===== config.mk =====
export PLATFORM = sky130hd
export DESIGN_NAME = muldiv_scheduler_flat
export DESIGN_NICKNAME = d
export VERILOG_FILES = /design/src/rtl/muldiv_scheduler_if.sv /design/src/rtl/muldiv_scheduler.sv /design/src/flat_wrapper.sv
export SDC_FILE = /design/constraint.sdc
export NUM_CORES = 2
export LEC_CHECK = 0
export CAP_MARGIN = 20
export CORE_ASPECT_RATIO = 1.2
export CORE_UTILIZATION = 55
export DETAILED_ROUTE_END_ITERATION = 12
export HOLD_SLACK_MARGIN = 0.1
export MAX_ROUTING_LAYER = met4
export PLACE_DENSITY = 0.73
export SETUP_SLACK_MARGIN = 0.05
export SLEW_MARGIN = 20
export SYNTH_ARGS = -nofsm -noshare
export SYNTH_HDL_FRONTEND = slang
export SYNTH_SLANG_ARGS = --single-unit

===== constraint.sdc =====
create_clock -name clk -period 24.7 [get_ports clk]
set_clock_uncertainty 0.15 [all_clocks]
set_input_delay 4.94 -clock clk [delete_from_list [all_inputs] [get_ports clk]]
set_output_delay 4.94 -clock clk [all_outputs]
set_load 0.01 [all_outputs]

===== src/rtl/muldiv_scheduler_if.sv =====
// muldiv_scheduler_if
//   Request/response bundle between the two issue lanes and the shared
//   multiply/divide unit.
//   Per lane: valid/ready handshake, funct3, rs1, rs2, tag.
//   Response: valid/ready handshake, lane, tag, data.
//   master: issue side (drives requests, consumes responses).
//   slave : muldiv_scheduler (accepts requests, produces responses).
interface muldiv_scheduler_if #(
    parameter int XLEN = 32,
    parameter int TAGW = 4
);
    logic            req0_valid;
    logic            req0_ready;
    logic [2:0]      req0_funct3;
    logic [XLEN-1:0] req0_rs1;
    logic [XLEN-1:0] req0_rs2;
    logic [TAGW-1:0] req0_tag;

    logic            req1_valid;
    logic            req1_ready;
    logic [2:0]      req1_funct3;
    logic [XLEN-1:0] req1_rs1;
    logic [XLEN-1:0] req1_rs2;
    logic [TAGW-1:0] req1_tag;

    logic            rsp_valid;
    logic            rsp_ready;
    logic            rsp_lane;
    logic [TAGW-1:0] rsp_tag;
    logic [XLEN-1:0] rsp_data;

    modport master (
        output req0_valid, req0_funct3, req0_rs1, req0_rs2, req0_tag,
        input  req0_ready,
        output req1_valid, req1_funct3, req1_rs1, req1_rs2, req1_tag,
        input  req1_ready,
        input  rsp_valid, rsp_lane, rsp_tag, rsp_data,
        output rsp_ready
    );

    modport slave (
        input  req0_valid, req0_funct3, req0_rs1, req0_rs2, req0_tag,
        output req0_ready,
        input  req1_valid, req1_funct3, req1_rs1, req1_rs2, req1_tag,
        output req1_ready,
        output rsp_valid, rsp_lane, rsp_tag, rsp_data,
        input  rsp_ready
    );
endinterface


===== src/rtl/muldiv_scheduler.sv =====
// muldiv_scheduler
//   Shared RISC-V M-extension unit for a dual-issue core. Two lanes compete
//   for the unit through a round-robin arbiter; multiplies take one compute
//   cycle, divides/remainders run a 32-step restoring iteration. Results
//   return on one response port tagged with lane and tag.
// Ports:
//   clk   - rising-edge clock
//   rst   - synchronous active-high reset (has priority over flush)
//   flush - kills any in-flight op, no response is produced
//   bus   - muldiv_scheduler_if.slave (lane requests + response port)
//   busy  - high whenever the FSM is not IDLE
module muldiv_scheduler #(
    parameter int XLEN = 32,
    parameter int TAGW = 4
) (
    input  logic              clk,
    input  logic              rst,
    input  logic              flush,
    muldiv_scheduler_if.slave bus,
    output logic              busy
);
    localparam int CNTW = $clog2(XLEN + 1);
    localparam logic [XLEN-1:0] MIN_NEG = {1'b1, {(XLEN-1){1'b0}}};

    typedef enum logic [1:0] {IDLE, MUL, DIV, DONE} state_t;

    state_t          state_q, state_d;
    logic            rr_q, rr_d;
    logic [1:0]      op_q, op_d;
    logic [XLEN-1:0] a_q, a_d;
    logic [XLEN-1:0] b_q, b_d;
    logic [XLEN-1:0] rem_q, rem_d;
    logic [CNTW-1:0] cnt_q, cnt_d;
    logic            negq_q, negq_d;
    logic            negr_q, negr_d;
    logic            rsp_valid_q, rsp_valid_d;
    logic            rsp_lane_q, rsp_lane_d;
    logic [TAGW-1:0] rsp_tag_q, rsp_tag_d;
    logic [XLEN-1:0] rsp_data_q, rsp_data_d;

    logic            idle_ok, grant0, grant1;
    logic [2:0]      sel_funct3;
    logic [XLEN-1:0] sel_rs1, sel_rs2;
    logic [TAGW-1:0] sel_tag;
    logic            div_signed, a_neg, b_neg, div_zero, div_ovf;
    logic [XLEN-1:0] a_mag, b_mag, special_res;

    logic            a_sgn, b_sgn;
    logic [2*XLEN-1:0] a_ext, b_ext, prod;
    logic [XLEN-1:0] mul_res;

    logic [XLEN:0]   rem_shift, diff;
    logic [XLEN-1:0] quot_final, rem_final, div_res;

    // Arbiter: with both lanes valid the lane pointed to by rr_q wins, so
    // each lane gets at most one op between grants to the other.
    always_comb begin
        idle_ok = (state_q == IDLE) && !flush && !rst;
        grant0  = idle_ok && bus.req0_valid && (!bus.req1_valid || !rr_q);
        grant1  = idle_ok && bus.req1_valid && (!bus.req0_valid || rr_q);
    end

    assign bus.req0_ready = grant0;
    assign bus.req1_ready = grant1;

    // Accept-time decode: operand magnitudes for signed divides and the
    // results of divide-by-zero / signed-overflow, which skip the iteration.
    always_comb begin
        sel_funct3 = grant1 ? bus.req1_funct3 : bus.req0_funct3;
        sel_rs1    = grant1 ? bus.req1_rs1    : bus.req0_rs1;
        sel_rs2    = grant1 ? bus.req1_rs2    : bus.req0_rs2;
        sel_tag    = grant1 ? bus.req1_tag    : bus.req0_tag;
        div_signed = !sel_funct3[0];
        a_neg      = div_signed && sel_rs1[XLEN-1];
        b_neg      = div_signed && sel_rs2[XLEN-1];
        a_mag      = a_neg ? -sel_rs1 : sel_rs1;
        b_mag      = b_neg ? -sel_rs2 : sel_rs2;
        div_zero   = (sel_rs2 == '0);
        div_ovf    = div_signed && (sel_rs1 == MIN_NEG) && (sel_rs2 == '1);
        if (div_zero) begin
            special_res = sel_funct3[1] ? sel_rs1 : '1;
        end else begin
            special_res = sel_funct3[1] ? '0 : sel_rs1;
        end
    end

    // Multiply: sign-extend each operand to 2*XLEN as the op requires; the
    // low 2*XLEN bits of the product are then correct for every signedness.
    always_comb begin
        a_sgn   = (op_q == 2'b01) || (op_q == 2'b10);
        b_sgn   = (op_q == 2'b01);
        a_ext   = {{XLEN{a_sgn && a_q[XLEN-1]}}, a_q};
        b_ext   = {{XLEN{b_sgn && b_q[XLEN-1]}}, b_q};
        prod    = a_ext * b_ext;
        mul_res = (op_q == 2'b00) ? prod[XLEN-1:0] : prod[2*XLEN-1:XLEN];
    end

    // Restoring divide step: a_q shifts the dividend out at the top and the
    // quotient bits in at the bottom. The extra bit of diff is the borrow.
    always_comb begin
        rem_shift  = {rem_q, a_q[XLEN-1]};
        diff       = rem_shift - {1'b0, b_q};
        quot_final = negq_q ? -a_q : a_q;
        rem_final  = negr_q ? -rem_q : rem_q;
        div_res    = op_q[1] ? rem_final : quot_final;
    end

    // Sequencer. Special-case divides enter DONE with the result already
    // loaded and raise rsp_valid one cycle later, matching multiply latency.
    always_comb begin
        state_d     = state_q;
        rr_d        = rr_q;
        op_d        = op_q;
        a_d         = a_q;
        b_d         = b_q;
        rem_d       = rem_q;
        cnt_d       = cnt_q;
        negq_d      = negq_q;
        negr_d      = negr_q;
        rsp_valid_d = rsp_valid_q;
        rsp_lane_d  = rsp_lane_q;
        rsp_tag_d   = rsp_tag_q;
        rsp_data_d  = rsp_data_q;

        case (state_q)
            IDLE: begin
                if (grant0 || grant1) begin
                    rr_d       = !grant1;
                    op_d       = sel_funct3[1:0];
                    rsp_lane_d = grant1;
                    rsp_tag_d  = sel_tag;
                    rem_d      = '0;
                    negq_d     = a_neg ^ b_neg;
                    negr_d     = a_neg;
                    if (!sel_funct3[2]) begin
                        a_d     = sel_rs1;
                        b_d     = sel_rs2;
                        state_d = MUL;
                    end else if (div_zero || div_ovf) begin
                        rsp_data_d = special_res;
                        state_d    = DONE;
                    end else begin
                        a_d     = a_mag;
                        b_d     = b_mag;
                        cnt_d   = CNTW'(XLEN);
                        state_d = DIV;
                    end
                end
            end
            MUL: begin
                rsp_data_d  = mul_res;
                rsp_valid_d = 1'b1;
                state_d     = DONE;
            end
            DIV: begin
                if (cnt_q == '0) begin
                    rsp_data_d  = div_res;
                    rsp_valid_d = 1'b1;
                    state_d     = DONE;
                end else begin
                    rem_d = diff[XLEN] ? rem_shift[XLEN-1:0] : diff[XLEN-1:0];
                    a_d   = {a_q[XLEN-2:0], !diff[XLEN]};
                    cnt_d = cnt_q - CNTW'(1);
                end
            end
            DONE: begin
                if (!rsp_valid_q) begin
                    rsp_valid_d = 1'b1;
                end else if (bus.rsp_ready) begin
                    rsp_valid_d = 1'b0;
                    state_d     = IDLE;
                end
            end
            default: state_d = IDLE;
        endcase

        // Flush drops everything in flight but keeps the fairness pointer.
        if (flush) begin
            state_d     = IDLE;
            rsp_valid_d = 1'b0;
            rsp_lane_d  = 1'b0;
            rsp_tag_d   = '0;
            rsp_data_d  = '0;
            a_d         = '0;
            b_d         = '0;
            rem_d       = '0;
            cnt_d       = '0;
        end
    end

    always_ff @(posedge clk) begin
        if (rst) begin
            state_q     <= IDLE;
            rr_q        <= 1'b0;
            op_q        <= '0;
            a_q         <= '0;
            b_q         <= '0;
            rem_q       <= '0;
            cnt_q       <= '0;
            negq_q      <= 1'b0;
            negr_q      <= 1'b0;
            rsp_valid_q <= 1'b0;
            rsp_lane_q  <= 1'b0;
            rsp_tag_q   <= '0;
            rsp_data_q  <= '0;
        end else begin
            state_q     <= state_d;
            rr_q        <= rr_d;
            op_q        <= op_d;
            a_q         <= a_d;
            b_q         <= b_d;
            rem_q       <= rem_d;
            cnt_q       <= cnt_d;
            negq_q      <= negq_d;
            negr_q      <= negr_d;
            rsp_valid_q <= rsp_valid_d;
            rsp_lane_q  <= rsp_lane_d;
            rsp_tag_q   <= rsp_tag_d;
            rsp_data_q  <= rsp_data_d;
        end
    end

    assign bus.rsp_valid = rsp_valid_q;
    assign bus.rsp_lane  = rsp_lane_q;
    assign bus.rsp_tag   = rsp_tag_q;
    assign bus.rsp_data  = rsp_data_q;
    assign busy          = (state_q != IDLE);
endmodule


===== src/flat_wrapper.sv =====
// flat-port wrapper written by rule: the top's interface ports become plain ports
module muldiv_scheduler_flat 
#(
    parameter int XLEN = 32,
    parameter int TAGW = 4
)
  (clk, rst, flush, busy, bus_req0_valid, bus_req0_funct3, bus_req0_rs1, bus_req0_rs2, bus_req0_tag, bus_req0_ready, bus_req1_valid, bus_req1_funct3, bus_req1_rs1, bus_req1_rs2, bus_req1_tag, bus_req1_ready, bus_rsp_valid, bus_rsp_lane, bus_rsp_tag, bus_rsp_data, bus_rsp_ready);
  muldiv_scheduler_if #(.XLEN(XLEN), .TAGW(TAGW)) bus_i ();
  input  logic clk;
  input  logic rst;
  input  logic flush;
  output logic busy;
  input wire logic [$bits(bus_i.req0_valid)-1:0] bus_req0_valid;
  input wire logic [$bits(bus_i.req0_funct3)-1:0] bus_req0_funct3;
  input wire logic [$bits(bus_i.req0_rs1)-1:0] bus_req0_rs1;
  input wire logic [$bits(bus_i.req0_rs2)-1:0] bus_req0_rs2;
  input wire logic [$bits(bus_i.req0_tag)-1:0] bus_req0_tag;
  output wire logic [$bits(bus_i.req0_ready)-1:0] bus_req0_ready;
  input wire logic [$bits(bus_i.req1_valid)-1:0] bus_req1_valid;
  input wire logic [$bits(bus_i.req1_funct3)-1:0] bus_req1_funct3;
  input wire logic [$bits(bus_i.req1_rs1)-1:0] bus_req1_rs1;
  input wire logic [$bits(bus_i.req1_rs2)-1:0] bus_req1_rs2;
  input wire logic [$bits(bus_i.req1_tag)-1:0] bus_req1_tag;
  output wire logic [$bits(bus_i.req1_ready)-1:0] bus_req1_ready;
  output wire logic [$bits(bus_i.rsp_valid)-1:0] bus_rsp_valid;
  output wire logic [$bits(bus_i.rsp_lane)-1:0] bus_rsp_lane;
  output wire logic [$bits(bus_i.rsp_tag)-1:0] bus_rsp_tag;
  output wire logic [$bits(bus_i.rsp_data)-1:0] bus_rsp_data;
  input wire logic [$bits(bus_i.rsp_ready)-1:0] bus_rsp_ready;
  assign bus_i.req0_valid = bus_req0_valid;
  assign bus_i.req0_funct3 = bus_req0_funct3;
  assign bus_i.req0_rs1 = bus_req0_rs1;
  assign bus_i.req0_rs2 = bus_req0_rs2;
  assign bus_i.req0_tag = bus_req0_tag;
  assign bus_req0_ready = bus_i.req0_ready;
  assign bus_i.req1_valid = bus_req1_valid;
  assign bus_i.req1_funct3 = bus_req1_funct3;
  assign bus_i.req1_rs1 = bus_req1_rs1;
  assign bus_i.req1_rs2 = bus_req1_rs2;
  assign bus_i.req1_tag = bus_req1_tag;
  assign bus_req1_ready = bus_i.req1_ready;
  assign bus_rsp_valid = bus_i.rsp_valid;
  assign bus_rsp_lane = bus_i.rsp_lane;
  assign bus_rsp_tag = bus_i.rsp_tag;
  assign bus_rsp_data = bus_i.rsp_data;
  assign bus_i.rsp_ready = bus_rsp_ready;
  muldiv_scheduler #(.XLEN(XLEN), .TAGW(TAGW)) u_core (.clk(clk), .rst(rst), .flush(flush), .bus(bus_i), .busy(busy));
endmodule

==> PnR_summary.wiki <==
{| class="wikitable"
! Metric !! Value
|-
| Outcome || finished clean
|-
| Endpoints failing hold || 0
|-
| Power density over the cells || roughly 17 nW/um2
|-
| Clock latency at the later pin of the worst-skew pair || 0.46 ns
|-
| Shortest clock period the worst path allows after layout || 12.37 ns
|-
| Int Pwr || 0.000527 W
|-
| Final critical-path setup slack || 12.33 ns
|-
| Required time of the critical path || 19.61 ns
|-
| Number of clock sinks || 147
|-
| First-pass iteration count of the detailed router || 6
|-
| Cell repeated most along the worst path || clkdlybuf4s50_1
|-
| Cell breakdown of the critical path || clkdlybuf4s50_1, nor2_4, buf_4, nand4_1, inv_1, clkdlybuf4s50_1
|-
| Final-stage net count || 7509
|-
| Cell type of the slowest stage on the worst timing path || clkdlybuf4s50_1
|-
| First-pass GRT wire length || 244000 um
|-
| Starting utilization of the core area || 55.5%
|-
| RSZ-0062 raised after global routing || false
|-
| Vias per cell || 5.73
|-
| DP Cell Count || 7196
|-
| Async set or reset register ratio after synthesis || 0%
|-
| Most frequent cell after synthesis || inv_1
|-
| Placement-stage worst setup slack || 12.37 ns
|-
| Count of final setup violators || 0
|-
| Register bit count reported by yosys || 147
|-
| List of most frequent post-synthesis cells || 1249 x inv_1, 1126 x fa_1, 1002 x nand2_1
|-
| Slew @ Worst Pin || 1.06 ns
|-
| Share of power burned in registers || between 20% and 30%
|-
| Post-synthesis to final-layout area growth || 6.44%
|-
| Inserted Clock Buffers || 17
|-
| Syn_area_per_cell || 8.44 um2
|-
| Die outline area || around 94000 um2
|-
| Fraction of final layout cells sized beyond drive strength 1 || 3.07%
|-
| CP Capture Type || output pin
|-
| Detailed Route WL || roughly 150000 um
|-
| IO buf count || 188
|-
| Synth warnings || 0
|-
| Area fraction of the dominant cell type after synthesis || 44.1%
|-
| CP Launch Point || rst
|-
| Worst-path clk slew || 0.07 ns
|-
| Netlist Area Pre-Place || between 50000 and 60000 um2
|-
| Height of the chip || 336 um
|-
| Post-Layout Cell Count || 7231
|-
| Core Rows || 122
|-
| Weighted congestion reported at the end of routability-driven placement || 1.01
|-
| Total power consumption of the routed design || slightly above 0.0009 W
|-
| Leakage dissipation || 24.4 nW
|-
| Core area || 92000 um2
|-
| Clock Tree Root || clkbuf_16
|-
| Arrival time at the worst endpoint || 7.28 ns
|-
| Switching power summed over all nets || a little under 0.0004 W
|-
| Net switching fraction of the power || 42.6%
|-
| Setup tns final || 0 ns
|-
| Antenna violations before repair || 3
|-
| Combinational group share of total power || 42.5%
|-
| Vias after detailed routing || roughly 41000
|-
| DRC || 0
|-
| Maximum number of pins on one net before global-route repair || 71
|-
| Worst IR drop on VDD || 0.0356 mV
|-
| Worst hold-check path type || flop to flop
|-
| Max_cap viols || 0
|-
| Final worst path period share || ~50%
|-
| Clock tree from TritonCTS || done
|-
| Start of the worst register-to-register path || u_core.op_q[1]$_SDFFE_PP0P_
|-
| Clk buf depth || 2
|-
| Post-CTS repair timing setup buffer count || 0
|-
| Number of slew-limit violations in the final report || 0
|-
| Number of nets with antenna violations after detailed routing || 0
|-
| Largest area contributor in the netlist || fa_1
|-
| Htree depth || 4
|-
| Prevailing post-synth register cell || dfxtp_1
|-
| Num ports || 189
|-
| Die X || about 280 um
|-
| Max-slew headroom at the worst pin || between 20% and 30%
|-
| Number of synthesized flops with an enable pin || 0
|-
| Fmax || 80.9 MHz
|-
| Number of standard cells after synthesis || 6054
|-
| Worst Setup Path Type || primary input to output pin
|-
| CP startpoint kind || primary input
|-
| Number of nets produced by synthesis || between 7000 and 8000
|-
| Grt total ovfl || 0
|-
| Peak per-stage delay on the critical path || 0.59 ns
|-
| Crit-path max FO || 27
|-
| Leading cell types by total area after synthesis || fa_1 44%, inv_1 9.2%, nand2_1 7.4%
|-
| Vias in the first global route || 43900
|-
| WL/cell || 21.1 um
|-
| Post_cts resized || 0
|-
| Sequential-to-total area share from yosys stat || just under 6%
|-
| First-iteration detailed-routing DRC count || 2838
|-
| Hold Buf Count CTS || 0
|-
| Portion of total power attributed to the clock network || 30.4%
|-
| Critical hold path startpoint || u_core.bus.rsp_data[27]$_SDFFE_PP0P_
|-
| Overall Global Routing Usage || 34.6%
|-
| Number of distinct standard cells referenced by the synthesized netlist || 90
|-
| Post-layout util || 59.1%
|-
| Reg-to-reg slack, setup || about 14 ns
|-
| DP Wirelength || 124000 um
|}
## critical path, delay by kind of cell
family	cells	cell delay, ns
simple gates	2	0.51
buf+inv	4	1.81
## cells in the final DEF (no fill, tap or decap), types with 17 or more instances in the layout
cell type / count
o21ai_0: 179
dfxtp_1: 144
clkbuf_16: 17
a31oi_1: 22
a21oi_1: 178
buf_4: 89
and3_1: 28
maj3_1: 17
fa_1: 1126
o31ai_1: 39
and2_1: 233
xnor2_1: 134
nand2_1: 1002
o21a_1: 19
mux2i_1: 129
or2_2: 20
nand3_1: 34
clkdlybuf4s50_1: 188
nand4_1: 38
or4_1: 20
nor2_1: 270
a311oi_1: 19
a21o_1: 63
inv_1: 1249
a211oi_1: 50
ha_1: 259
or3_1: 35
xor2_1: 82
nor4_1: 22
nor3_1: 59
o211ai_1: 23
## final timing paths
| path | cells past startpoint | to |
|---|---|---|
| setup reg to reg | 32 | u_core.bus.rsp_data[29]$_SDFFE_PP0P_ |
| hold / removal | 2 | u_core.bus.rsp_data[27]$_SDFFE_PP0P_ |
| setup / recovery | 6 | bus_req0_ready |
| hold reg to reg | 2 | u_core.bus.rsp_data[27]$_SDFFE_PP0P_ |
## power by group through the flow
| stage | logic, W | clock network, W | registers [W] |
|---|---|---|---|
| floorplan | 0.000244 | 0 | 0.000251 |
| global route | 0.000419 | 0.000289 | 0.000249 |
| global placement | 0.000379 | 0 | 0.000254 |
| detailed placement | 0.000381 | 0 | 0.000254 |
| finish | 0.000390 | 0.000279 | 0.000249 |
| CTS | 0.000385 | 0.000280 | 0.000249 |
## registers in the layout, summed over array words and instances (netlist names)
name	count
u_core.b_q	32
u_core.bus.rsp_valid	1
u_core.bus.rsp_lane	1
u_core.op_q	2
u_core.bus.rsp_tag	4
u_core.state_q	2
u_core.rr_q	1
u_core.negr_q	1
u_core.bus.rsp_data	32
u_core.cnt_q	6
u_core.negq_q	1
u_core.a_q	32
u_core.rem_q	32
## metal layers
metal	vias to the layer above	share of wire, %	GRT usage [%]
li1	18300	-	-
met1	21100	39	43.1
met5	-	0	-
met2	1719	50	58.2
met4	0	3.8	12.4
met3	317	6.8	3.84
## stage by stage
stage,hold slack [ns],instance area [um2]
finish,0.312,54400
global route,0.344,54400
CTS,0.307,54300
detailed placement,0.301,53700
global placement,0.295,53700
floorplan,0.300,51100
## kinds of logic after synthesis
logic type,synth area share (%)
simple gates,16.1
buf+inv,12.1
fa+ha+maj,50.9
compound gates,8.82
xor+xnor,3.74
flops,5.76
mux,2.66
## final cells by class
type / count / area [um2]
Antenna cell: 3 / 7.51
Fill cell: 8168 / 37700
Inverter: 1253 / 4710
Sequential cell: 147 / 2950
Timing Repair Buffer: 277 / 2550
Clock buffer: 18 / 439
Multi-Input combinational cell: 4279 / 42000
Clock inverter: 14 / 179
Tap cell: 1240 / 1550
Note: power is estimated with default switching activity, not from simulation.
